==> src/rtl/bcout_cascade_driver.sv <==
// bcout_cascade_driver: transmit side of the DSP slice B-cascade.
// The selected B source passes through an optional B0 register, an optional D
// register and pre-adder, and then the B1 register to drive BCOUT. A valid flag
// follows the same bypassable stages, so BCOUT_VALID matches BCOUT latency.
// Optional feature: define BCOUT_PARITY_EN to add BCOUT_PAR, the even parity
// of the B1 input, registered alongside B1.
module bcout_cascade_driver #(
  parameter string B_INPUT = "DIRECT",
  parameter int    B0REG   = 1,
  parameter int    DREG    = 1,
  parameter int    B1REG   = 1
) (
  input  logic        CLK,
  input  logic        RSTN,
  input  logic        CE,
  input  logic [17:0] B,
  input  logic [17:0] BCIN,
  input  logic [17:0] D,
  input  logic        IN_VALID,
  input  logic        PRE_EN,
  input  logic        PRE_SUB,
  output logic [17:0] BCOUT,
`ifdef BCOUT_PARITY_EN
  output logic        BCOUT_PAR,
`endif
  output logic        BCOUT_VALID
);

  localparam int W = 18;

  // Source select is resolved at elaboration; unknown names select zero.
  localparam logic [1:0] SRC_SEL = (B_INPUT == "DIRECT")  ? 2'd0 :
                                   (B_INPUT == "CASCADE") ? 2'd1 : 2'd2;
  localparam bit B0_ON = (B0REG != 0);
  localparam bit D_ON  = (DREG  != 0);
  localparam bit B1_ON = (B1REG != 0);

  logic [W-1:0] bsel;
  logic [W-1:0] b0;
  logic [W-1:0] d0;
  logic         v0;
  logic [W-1:0] pre;
  logic [W-1:0] b1_in;
  logic [W-1:0] b1;
  logic         v1;
`ifdef BCOUT_PARITY_EN
  logic         par_in;
  logic         par;
`endif

  assign bsel = (SRC_SEL == 2'd0) ? B :
                (SRC_SEL == 2'd1) ? BCIN : '0;

  // B0 stage: data and its valid flag share the same register/bypass choice.
  if (B0_ON) begin : g_b0_reg
    logic [W-1:0] b0_q;
    logic         v0_q;
    // B0 register and first valid-chain stage, advancing only on CE.
    always_ff @(posedge CLK or negedge RSTN) begin
      // NOTE: non-blocking assignments keep every register sampling pre-edge values.
      if (!RSTN) begin
        b0_q <= '0;
        v0_q <= 1'b0;
      end else if (CE) begin
        b0_q <= bsel;
        v0_q <= IN_VALID;
      end
    end
    assign b0 = b0_q;
    assign v0 = v0_q;
  end else begin : g_b0_byp
    assign b0 = bsel;
    assign v0 = IN_VALID;
  end

  // D stage: pre-adder operand, aligned by the user with the B0 choice.
  if (D_ON) begin : g_d_reg
    logic [W-1:0] d_q;
    // D register, advancing only on CE.
    always_ff @(posedge CLK or negedge RSTN) begin
      if (!RSTN)   d_q <= '0;
      else if (CE) d_q <= D;
    end
    assign d0 = d_q;
  end else begin : g_d_byp
    assign d0 = D;
  end

  // Pre-adder and B1 input select; controls act in the cycle they are presented.
  always_comb begin
    // NOTE: every combinational output gets a default first so no latch can form.
    pre   = d0 + b0;
    b1_in = b0;
    if (PRE_SUB) pre = d0 - b0;
    if (PRE_EN)  b1_in = pre;
  end

`ifdef BCOUT_PARITY_EN
  assign par_in = ^b1_in;
`endif

  // B1 stage: output register plus final valid-chain stage.
  if (B1_ON) begin : g_b1_reg
    logic [W-1:0] b1_q;
    logic         v1_q;
`ifdef BCOUT_PARITY_EN
    logic         par_q;
`endif
    // B1 register, valid flag and parity, advancing only on CE.
    always_ff @(posedge CLK or negedge RSTN) begin
      if (!RSTN) begin
        b1_q  <= '0;
        v1_q  <= 1'b0;
`ifdef BCOUT_PARITY_EN
        par_q <= 1'b0;
`endif
      end else if (CE) begin
        b1_q  <= b1_in;
        v1_q  <= v0;
`ifdef BCOUT_PARITY_EN
        par_q <= par_in;
`endif
      end
    end
    assign b1 = b1_q;
    assign v1 = v1_q;
`ifdef BCOUT_PARITY_EN
    assign par = par_q;
`endif
  end else begin : g_b1_byp
    assign b1 = b1_in;
    assign v1 = v0;
`ifdef BCOUT_PARITY_EN
    assign par = par_in;
`endif
  end

  // NOTE: outputs are also forced low by RSTN so fully bypassed builds read zero in reset.
  assign BCOUT       = RSTN ? b1 : '0;
  assign BCOUT_VALID = RSTN & v1;
`ifdef BCOUT_PARITY_EN
  assign BCOUT_PAR   = RSTN & par;
`endif

endmodule

==> config.mk <==
export PLATFORM = sky130hd
export DESIGN_NAME = bcout_cascade_driver
export DESIGN_NICKNAME = d
export VERILOG_FILES = /design/src/rtl/bcout_cascade_driver.sv
export SDC_FILE = /design/constraint.sdc
export NUM_CORES = 1
export LEC_CHECK = 0
export BUFFER_PORTS_ARGS = -buffer_cell sky130_fd_sc_hd__clkbuf_2
export CORE_ASPECT_RATIO = 1.5
export CORE_MARGIN = 10
export CORE_UTILIZATION = 45
export CTS_BUF_LIST = sky130_fd_sc_hd__clkbuf_4 sky130_fd_sc_hd__clkbuf_8
export DETAILED_ROUTE_END_ITERATION = 6
export GPL_TIMING_DRIVEN = 1
export PLACE_DENSITY = 0.71
export SETUP_SLACK_MARGIN = 0.2
export SLEW_MARGIN = 20
export SYNTH_ARGS = -nofsm -noshare
export SYNTH_HDL_FRONTEND = slang
export SYNTH_SLANG_ARGS = --single-unit
==> constraint.sdc <==
create_clock -name CLK -period 3 [get_ports CLK]
set_clock_uncertainty 0.05 [all_clocks]
set_input_delay 0.3 -clock CLK [delete_from_list [all_inputs] [get_ports CLK]]
set_output_delay 0.3 -clock CLK [all_outputs]
set_load 0.005 [all_outputs]
==> results of run 1 <==
==> stage by stage <==
| stage | total power [mW] | cell area (um2) |
|---|---|---|
| floorplan | 1.596 | 3714 |
| detailed placement | 1.964 | 4399 |
| global route | 2.747 | 4842 |
| CTS | 2.452 | 4574 |
| finish | 2.574 | 4842 |
| global placement | 1.942 | 4399 |
==> routing by layer <==
layer,up-vias,GRT usage
met1,1608,0.1595
li1,1587,-
met5,-,0
met3,22,0.03027
met4,0,0.07713
met2,55,0.3369
==> layout by cell type, fill, tap and decap left out, types with 6 or more instances in the layout <==
| master | synthesis | routed |
|---|---|---|
| a21o_1 | 10 | 10 |
| a21oi_1 | 26 | 22 |
| and2_1 | 19 | 19 |
| buf_4 | 0 | 58 |
| buf_6 | 0 | 6 |
| clkbuf_2 | 0 | 59 |
| dfrtp_1 | 56 | 55 |
| ha_1 | 18 | 15 |
| inv_1 | 14 | 11 |
| mux2_2 | 33 | 33 |
| mux2i_1 | 8 | 8 |
| nand2_1 | 19 | 17 |
| nand3_1 | 13 | 13 |
| nor2_1 | 25 | 20 |
| o21ai_0 | 18 | 14 |
| xnor2_1 | 22 | 17 |
==> power by group <==
part / switching (mW) / total (mW) / leakage [nW] / internal (mW)
combinational: 0.576 / 1.20 / 1.51 / 0.625
clock: 0.256 / 0.431 / 0.0448 / 0.176
sequential: 0.0753 / 0.942 / 0.658 / 0.866
==> cell families (layout without fill, tap and decap cells) <==
logic type                 count (synthesis)  count (layout)  share of synthesized area
xor gates and xnor gates                  23              23                    0.05499
DFF                                       56              56                     0.3825
and+or+nand+nor                          115             115                     0.1646
adders and majority gates                 19              19                    0.06694
muxes                                     41              41                     0.1233
AOI/OAI and AO/OA                         92              92                     0.1711
buffers and inverters                     35             146                    0.03654
==> cell usage after synthesis (all sizes together) (10+ instances only) <==
cell type / instances
nand3: 13
nand2: 19
mux2: 33
ha: 18
xnor2: 22
a21oi: 26
clkbuf: 13
o21ai: 20
nor2: 25
inv: 14
dfrtp: 56
a21o: 10
and2: 19
==> what timing repair did <==
action | in CTS | in global routing
hold buffers | 0 | 0
pin swaps | 17 | 27
resized for setup | 12 | 39
buffers inserted | 6 | 10
endpoints found under the setup margin | 7 | 11
==> state kept, by name (all words and copies together), names as in the netlist <==
register / count
d0: 18
b0: 18
b1: 18
g_b1_reg.v1_q: 1
g_b0_reg.v0_q: 1
==> worst paths after layout <==
kind,slack [ns],depth (start not counted),to
setup / recovery,-0.08,12,b1[17]$_DFFE_PN0P_
min in group CLK,0.14,3,b0[6]$_DFFE_PN0P_
setup reg to reg,-0.08,12,b1[17]$_DFFE_PN0P_
max in group asynchronous,2.17,2,b0[3]$_DFFE_PN0P_
hold reg to reg,0.45,1,b1[4]$_DFFE_PN0P_
hold / removal,-0.004,1,d0[13]$_DFFE_PN0P_
==> final cells by class <==
type | count | area, um2
Fill cell | 694 | 3115
Clock inverter | 2 | 16.27
Clock buffer | 6 | 76.32
Inverter | 14 | 52.55
Sequential cell | 56 | 1403
Multi-Input combinational cell | 290 | 2360
Tap cell | 105 | 131.4
Timing Repair Buffer | 124 | 803.3
==> critical path, stage by stage, from the launching register on <==
cell      delay, ns
dfrtp_2        0.43
nor4_4         0.37
buf_4          0.18
buf_6          0.09
a31oi_4        0.07
xnor2_2        0.15
ha_1           0.22
a211oi_2       0.25
o21bai_2       0.13
o21ba_2        0.22
o311a_1        0.30
or4_1          0.47
nand3_1        0.08
==> key figures, run 1 <==
Outcome
  • Status: finished, violations left
  • Failing checks: hold timing, setup timing

Setup path
  • Critical Path Start: b0[3]$_DFFE_PN0P_
  • R2R Path Start: b0[3]$_DFFE_PN0P_
  • CP Capture Type: register
  • Crit Path Class: reg -> reg
  • Critical path fanouts, max: 4
  • Worst EP required: 3.21 ns
  • Worst EP arrival: around 3.3 ns
  • Setup crit start kind: register

Finish
  • Layout cells sized above 1: 0.4329
  • Layout overhead on the synthesized area: 32.17%
  • Number of diodes: 0
  • Share of the core filled with cells: 0.6085
  • Fin cells: about 600
  • Final #Nets: 570

Floorplanning
  • # IOs: between 70 and 80
  • Core box area: a little under 0.008 mm2
  • Die Height: 130.5 um
  • Die area: roughly 0.012 mm2
  • Cell row count: 40
  • Die X: 93.67 um
  • Initial Utilization: 0.4604

Global routing
  • First-pass GRT wire length: roughly 17 mm
  • Largest net degree at the start of global routing: 42
  • Initial antenna violation count: 0
  • Number of global-route vias before repair: ~3,500
  • Tot GR Track Use: 0.1687
  • Congestion Overflow GR: 0

Logic synthesis
  • Seq cells post-synth: 56
  • Synth unique cells: 52
  • Synth Warn #: 0
  • Register area share after synthesis: 0.3825
  • Share of the synthesized area in the top cell type: 0.3825
  • Biggest area consumer among synthesized cells: dfrtp_1
  • Post-synth EDFFs: 0
  • Top FF cell, synth: dfrtp_1
  • Avg Cell Area, Syn: slightly below 10 um2
  • Post-Syn Nets: between 400 and 500
  • Synth area leaders: dfrtp_1 38%, mux2_2 10%, ha_1 6.1%
  • Post-Syn Area: ~0.0037 mm2
  • Async SR Flop Fraction: 1.000
  • Post-Synthesis Cells: approximately 380

Place
  • GPL Wtd Cong: ~0.93
  • DP HPWL: 7.670 mm
  • DP Worst Slack: -0.09462 ns
  • I/O Buffers: 60
  • Cells after DPL: ~570

Routing
  • Via density: 5.481
  • DR iter-0 viols: approximately 120
  • Avg WL per Cell: 16.84 um
  • 1st-pass router iterations: 4
  • Final ANT Viol Nets: 0
  • Metal-1 WL: roughly 3.5 mm
  • DRC violations left: 0
  • Highest Signal Layer: met4
  • Met3 WL post-DR: 301 um
  • Final wirelength: between 10 and 15 mm
  • Vias: 3,272
  • Met2 WL post-DR: around 6 mm

CTS
  • Clock Path Buffers: 2
  • Total clock buffers created by CTS: 5
  • Clock Pin Slew Worst Setup and Hold Paths: 0.10 ns
  • CTS Sinks: 56
  • Clock Latency Late Sink: roughly 0.32 ns
  • Htree depth: 2
  • Root buf cell: clkbuf_8
  • CTS tree: built

Timing
  • Setup TNS: -0.1927 ns
  • Final WS setup: -0.07996 ns
  • Max Slew Vio Count: 0
  • Final setup fails: 5
  • Final hold violation count: 4
  • Tmin final: slightly above 3 ns
  • Final period util: 1.027
  • Worst slew pin tran: about 0.82 ns
  • RSZ-0062 raised after global routing: yes
  • Slew margin rel.: 0.4508
  • WHS: -0.003574 ns
  • FMAX: about 320 MHz

Run
  • Max Cap Violations: 0

Power and ir drop
  • Worst vdd ir: about 0.36 mV
  • Pwr/cell area: 531.7 mW/mm2
  • Static leakage: approximately 2.2 nW

Worst hold path
  • HP Class: in -> async
(Power assumes the default switching activity.)
==> run 2: changes to the inputs <==
Settings changed: GPL_ROUTABILITY_DRIVEN set to 0, SKIP_LAST_GASP set to 1.
==> key figures, run 2 (same netlist as run 1, synthesis figures left out) <==
CTS
  • Htree depth: 2
  • Clock Path Buffers: 2
  • CTS Sinks: 56
  • Clock Pin Slew Worst Setup and Hold Paths: approximately 0.10 ns
  • Clock Latency Late Sink: 0.31 ns
  • CTS tree: built
  • Hold buffers post-CTS: 0
  • Root buf cell: clkbuf_8
  • Total clock buffers created by CTS: 5

Global routing
  • Initial antenna violation count: 0
  • First-pass GRT wire length: around 16 mm
  • Congestion Overflow GR: 0
  • Tot GR Track Use: 0.1648
  • Largest net degree at the start of global routing: 41
  • Number of global-route vias before repair: 3,422

Floorplanning
  • Core box area: ~0.008 mm2
  • Die Height: 130.5 um
  • Die X: ~94 um
  • Die area: 0.01222 mm2
  • Cell row count: 40
  • # IOs: slightly below 80
  • Initial Utilization: 0.4604

Power and ir drop
  • Comb pwr share: 0.453
  • Clock power share: 0.175
  • Internal: approximately 1.6 mW
  • Worst vdd ir: ~0.26 mV
  • Pwr/cell area: roughly 540 mW/mm2
  • Switching Fraction: 0.3500
  • Switching Power: 0.8860 mW
  • Flop pwr share: 0.372
  • Static leakage: around 2.1 nW
  • PnR Total Power: between 2 and 3 mW

Outcome
  • Failing checks: hold timing, setup timing
  • Status: finished, violations left

Setup path
  • Reg-to-Reg End: b1[16]$_DFFE_PN0P_
  • Setup crit start kind: register
  • Worst EP required: roughly 3.2 ns
  • FF-to-FF setup slack: -0.09 ns
  • Slowest stage cell, crit path: dfrtp_2
  • Worst Reg2Reg Path Length in Cells: 12
  • R2R Path Start: b0[3]$_DFFE_PN0P_
  • CP Capture Type: register
  • Crit-path cells: nor4_4 > and3_4 > buf_4 > a21oi_1 > xnor2_1 > ha_1 > a21oi_1 > nor2b_1 > o21ai_0 > o211ai_2 > and4b_1 > or3_1
  • Crit Path Class: reg -> reg
  • Cell mode on critical path: a21oi_1
  • Critical path fanouts, max: 4
  • CP max stage delay: about 0.43 ns
  • Worst EP arrival: between 3 and 4 ns

Worst hold path
  • HP Class: in -> async

Timing
  • Final setup fails: 2
  • Slew margin rel.: 0.4669
  • RSZ-0062 raised after global routing: yes
  • Max Slew Vio Count: 0
  • Final hold violation count: 4
  • Tmin final: 3.085 ns
  • Final period util: 1.028
  • FMAX: approximately 320 MHz
  • Final WS setup: -0.08506 ns
  • Worst slew pin tran: 0.7997 ns
  • WHS: -0.005122 ns
  • Setup TNS: -0.1358 ns

Finish
  • Commonest non-fill, non-tap cell in the layout: clkbuf_2
  • Number of diodes: 0
  • Post-route cell area: between 0.004 and 0.005 mm2
  • Commonest non-fill, non-tap cells in the layout: 59 x clkbuf_2, 55 x dfrtp_1, 44 x buf_4
  • Layout overhead on the synthesized area: 27.63%
  • Final #Nets: about 560
  • Layout cells sized above 1: 0.3933
  • Share of the core filled with cells: 0.5876

Routing
  • 1st-pass router iterations: 6
  • Via density: between 5 and 6
  • Final ANT Viol Nets: 0
  • DRC violations left: 0
  • Final wirelength: about 10 mm
  • DR iter-0 viols: around 180
  • Avg WL per Cell: approximately 17 um
  • Vias: between 3,000 and 4,000

Place
  • Post-DP Area: between 0.004 and 0.005 mm2
  • DP HPWL: 7.486 mm
  • I/O Buffers: 60

Run
  • Max Cap Violations: 0
[run 2: changes by cell type in the layout (fill, tap and decap cells not counted), sizes merged]
cell,before,now
buf,65,51
clkbuf,65,66
clkinv,1,0
[run 2: per-stage QoR]
step / setup slack, ns / cells
after floorplan: 0.07066 / 381
after global placement: 0.01024 / 563
after detailed placement: -0.04339 / 563
after CTS: 0.05336 / 575
after global routing: -0.2180 / 583
final: -0.08506 / 583
[run 2: power by group through the flow]
stage | Clock, mW | Sequential [mW] | Combinational, mW
2_1_floorplan | 0 | 0.935 | 0.661
3_3_place_gp | 0 | 0.952 | 0.949
3_5_place_dp | 0 | 0.956 | 0.968
4_1_cts | 0.456 | 0.942 | 1.01
5_1_grt | 0.487 | 0.956 | 1.26
6_report | 0.443 | 0.941 | 1.15
[run 2: per-layer routing]
| layer | global-route usage | vias up | wire [um] | part of all wire |
|---|---|---|---|---|
| met5 | 0 | - | 0 | 0 |
| met4 | 0.08520 | 0 | 497 | 0.049 |
| met3 | 0.03141 | 34 | 446 | 0.044 |
| met2 | 0.3221 | 102 | 5650 | 0.56 |
| met1 | 0.1568 | 1570 | 3556 | 0.35 |
| li1 | - | 1564 | - | - |
[run 2: worst max-delay path: cells and delay by family, from the launching register on]
family | cells | cell delay, ns
buf+inv | 1 | 0.11
compound gates | 4 | 0.64
flops | 1 | 0.43
xor+xnor | 1 | 0.14
simple gates | 5 | 1.28
fa+ha+maj | 1 | 0.32
[run 2: repair_timing]
action	CTS	global route
cloned	0	0
setup buffers	4	8
endpoints found under the setup margin	7	11
resized for setup	9	29
pin swaps	2	29
[run 2: how the worst max path moves through the flow]
| stage | startpoint | endpoint | slack (ns) | cells after the start |
|---|---|---|---|---|
| 5_1_grt | b0[3]$_DFFE_PN0P_ | b1[17]$_DFFE_PN0P_ | -0.22 | 11 |
| 3_5_place_dp | b0[8]$_DFFE_PN0P_ | b1[16]$_DFFE_PN0P_ | -0.04 | 11 |
| 2_1_floorplan | b0[3]$_DFFE_PN0P_ | b1[17]$_DFFE_PN0P_ | 0.07 | 11 |
| 4_1_cts | b0[2]$_DFFE_PN0P_ | b1[17]$_DFFE_PN0P_ | 0.05 | 11 |
| 3_3_place_gp | b0[3]$_DFFE_PN0P_ | b1[17]$_DFFE_PN0P_ | 0.01 | 12 |
| 6_report | b0[3]$_DFFE_PN0P_ | b1[16]$_DFFE_PN0P_ | -0.09 | 12 |
[run 2: layout make-up]
type / instances / area (um2)
Fill cell: 682 / 3282
Multi-Input combinational cell: 290 / 2291
Sequential cell: 56 / 1403
Timing Repair Buffer: 110 / 698.2
Tap cell: 105 / 131.4
Clock buffer: 7 / 90.09
Inverter: 14 / 55.05
Clock inverter: 1 / 7.507
==> run 3: changes to the inputs <==
Settings changed: REMOVE_ABC_BUFFERS set to 1.
==> key figures, run 3 (same netlist as run 1, synthesis figures left out) <==
Outcome
  • Status: finished, violations left
  • Failing checks: setup timing

Global routing
  • Tot GR Track Use: 0.1583
  • Largest net degree at the start of global routing: 47
  • First-pass GRT wire length: between 15 and 20 mm
  • Congestion Overflow GR: 0
  • Number of global-route vias before repair: around 3,400
  • Initial antenna violation count: 0

Routing
  • Avg WL per Cell: 15.98 um
  • Via density: around 5.4
  • DRC violations left: 0
  • Final ANT Viol Nets: 0
  • Vias: about 3,200
  • 1st-pass router iterations: 4
  • Final wirelength: between 9 and 10 mm
  • DR iter-0 viols: ~190

Timing
  • Final hold violation count: 0
  • FMAX: about 330 MHz
  • Max Slew Vio Count: 0
  • Final WS setup: -0.03118 ns
  • Worst slew pin tran: just over 0.7 ns
  • Final setup fails: 2
  • Final period util: 1.010
  • Slew margin rel.: 0.5195
  • Tmin final: 3.031 ns
  • RSZ-0062 raised after global routing: yes

Floorplanning
  • Cell row count: 40
  • Initial Utilization: 0.4604
  • Die X: approximately 94 um
  • Die Height: approximately 130 um
  • # IOs: 79
  • Die area: between 0.01 and 0.015 mm2
  • Core box area: ~0.0080 mm2

Worst hold path
  • Worst Hold Endpoint: b0[16]$_DFFE_PN0P_
  • Worst min-delay path startpoint: B[16]
  • HP Class: in -> reg
  • Worst hold stages: 3

Power and ir drop
  • Worst vdd ir: about 0.33 mV
  • Static leakage: between 2 and 2.5 nW
  • Pwr/cell area: ~540 mW/mm2

CTS
  • CTS tree: built
  • CTS Sinks: 56
  • Root buf cell: clkbuf_8
  • Total clock buffers created by CTS: 5
  • Clock Pin Slew Worst Setup and Hold Paths: 0.10 ns
  • Htree depth: 2
  • Clock Path Buffers: 2
  • Clock Latency Late Sink: about 0.32 ns

Finish
  • Commonest non-fill, non-tap cell in the layout: clkbuf_2
  • Final #Nets: roughly 560
  • Commonest non-fill, non-tap cells in the layout: 58 x clkbuf_2, 56 x dfrtp_1, 54 x buf_4
  • Post-route cell area: about 0.0047 mm2
  • Layout cells sized above 1: 0.3794
  • Number of diodes: 0
  • Layout overhead on the synthesized area: 27.29%

Setup path
  • Reg-to-Reg End: b1[17]$_DFFE_PN0P_
  • CP Capture Type: register
  • Worst EP required: ~3.2 ns
  • R2R Path Start: b0[3]$_DFFE_PN0P_
  • Crit Path Class: reg -> reg
  • Worst Reg2Reg Path Length in Cells: 11
  • FF-to-FF setup slack: -0.03 ns
  • Critical path fanouts, max: 3
  • Worst EP arrival: approximately 3.2 ns
  • Setup crit start kind: register

Place
  • I/O Buffers: 60
  • DP HPWL: 7.090 mm
  • DP Worst Slack: -0.06876 ns
  • Post-DP Area: 0.004409 mm2

Run
  • Max Cap Violations: 0
run 3: cell count changes in the layout (fill, tap and decap cells not counted), sizes merged:
cell | previous run | this run
clkbuf | 66 | 64
dlygate4sd3 | 0 | 1
clkinvlp | 1 | 0
buf | 51 | 58
bufinv | 0 | 1
clkinv | 0 | 1
run 3: power by group:
part | switching (mW) | internal, mW
Clock | 0.249 | 0.257
Sequential | 0.0695 | 0.866
Combinational | 0.527 | 0.551
run 3: worst max-delay path: stages, from the launching register on:
cell	delay (ns)
dfrtp_1	0.43
nor4_4	0.32
buf_4	0.17
a41oi_1	0.14
xnor2_1	0.15
ha_1	0.32
a211oi_2	0.20
o21bai_1	0.14
o21ba_1	0.20
o311a_1	0.30
or4_4	0.49
nand3_2	0.07
run 3: repair_timing:
action | 4_1_cts | 5_1_grt
endpoints found under the hold margin | 4 | 0
endpoints found under the setup margin | 8 | 11
gates resized for setup | 9 | 15
pin swaps | 9 | 6
hold buffers | 1 | 0
buffers inserted | 2 | 3
run 3: through the flow:
stage / cells / utilization / setup TNS [ns] / total power [mW] / hold WS (ns)
after global placement: 576 / 0.5541 / -0.09195 / 1.929 / 0.08984
final: 590 / 0.5860 / -0.05434 / 2.520 / 0.1311
after floorplan: 360 / - / -0.06833 / 1.548 / -0.04559
after detailed placement: 576 / 0.5541 / -0.1717 / 1.958 / 0.09915
after global routing: 590 / 0.5860 / -0.6300 / 2.691 / 0.1258
after CTS: 587 / 0.5755 / -0.008767 / 2.492 / 0.1241
run 3: final cells by class:
| type | instances | area (um2) |
|---|---|---|
| clock inverter | 2 | 35.03 |
| timing repair buffer | 117 | 747.0 |
| sequential | 56 | 1401 |
| inverter | 14 | 52.55 |
| fill | 690 | 3294 |
| multi-input combinational | 290 | 2220 |
| tap | 105 | 131.4 |
| clock buffer | 6 | 76.32 |
run 3: layer usage:
metal / wire (um) / track usage / part of all wire
met2: 5009 / 0.2823 / 0.53
met3: 524 / 0.03198 / 0.056
met1: 3708 / 0.1798 / 0.39
met5: 0 / 0 / 0
met4: 185 / 0.06278 / 0.020
run 3: worst max-delay path by stage:
| stage | start | end | slack [ns] | cells after the start |
|---|---|---|---|---|
| floorplan | b0[4]$_DFFE_PN0P_ | b1[17]$_DFFE_PN0P_ | -0.07 | 12 |
| global placement | b0[8]$_DFFE_PN0P_ | b1[16]$_DFFE_PN0P_ | -0.06 | 12 |
| detailed placement | b0[9]$_DFFE_PN0P_ | b1[16]$_DFFE_PN0P_ | -0.07 | 11 |
| CTS | b0[4]$_DFFE_PN0P_ | b1[17]$_DFFE_PN0P_ | -0.009 | 12 |
| global route | b0[3]$_DFFE_PN0P_ | b1[17]$_DFFE_PN0P_ | -0.19 | 11 |
| finish | b0[3]$_DFFE_PN0P_ | b1[17]$_DFFE_PN0P_ | -0.03 | 11 |
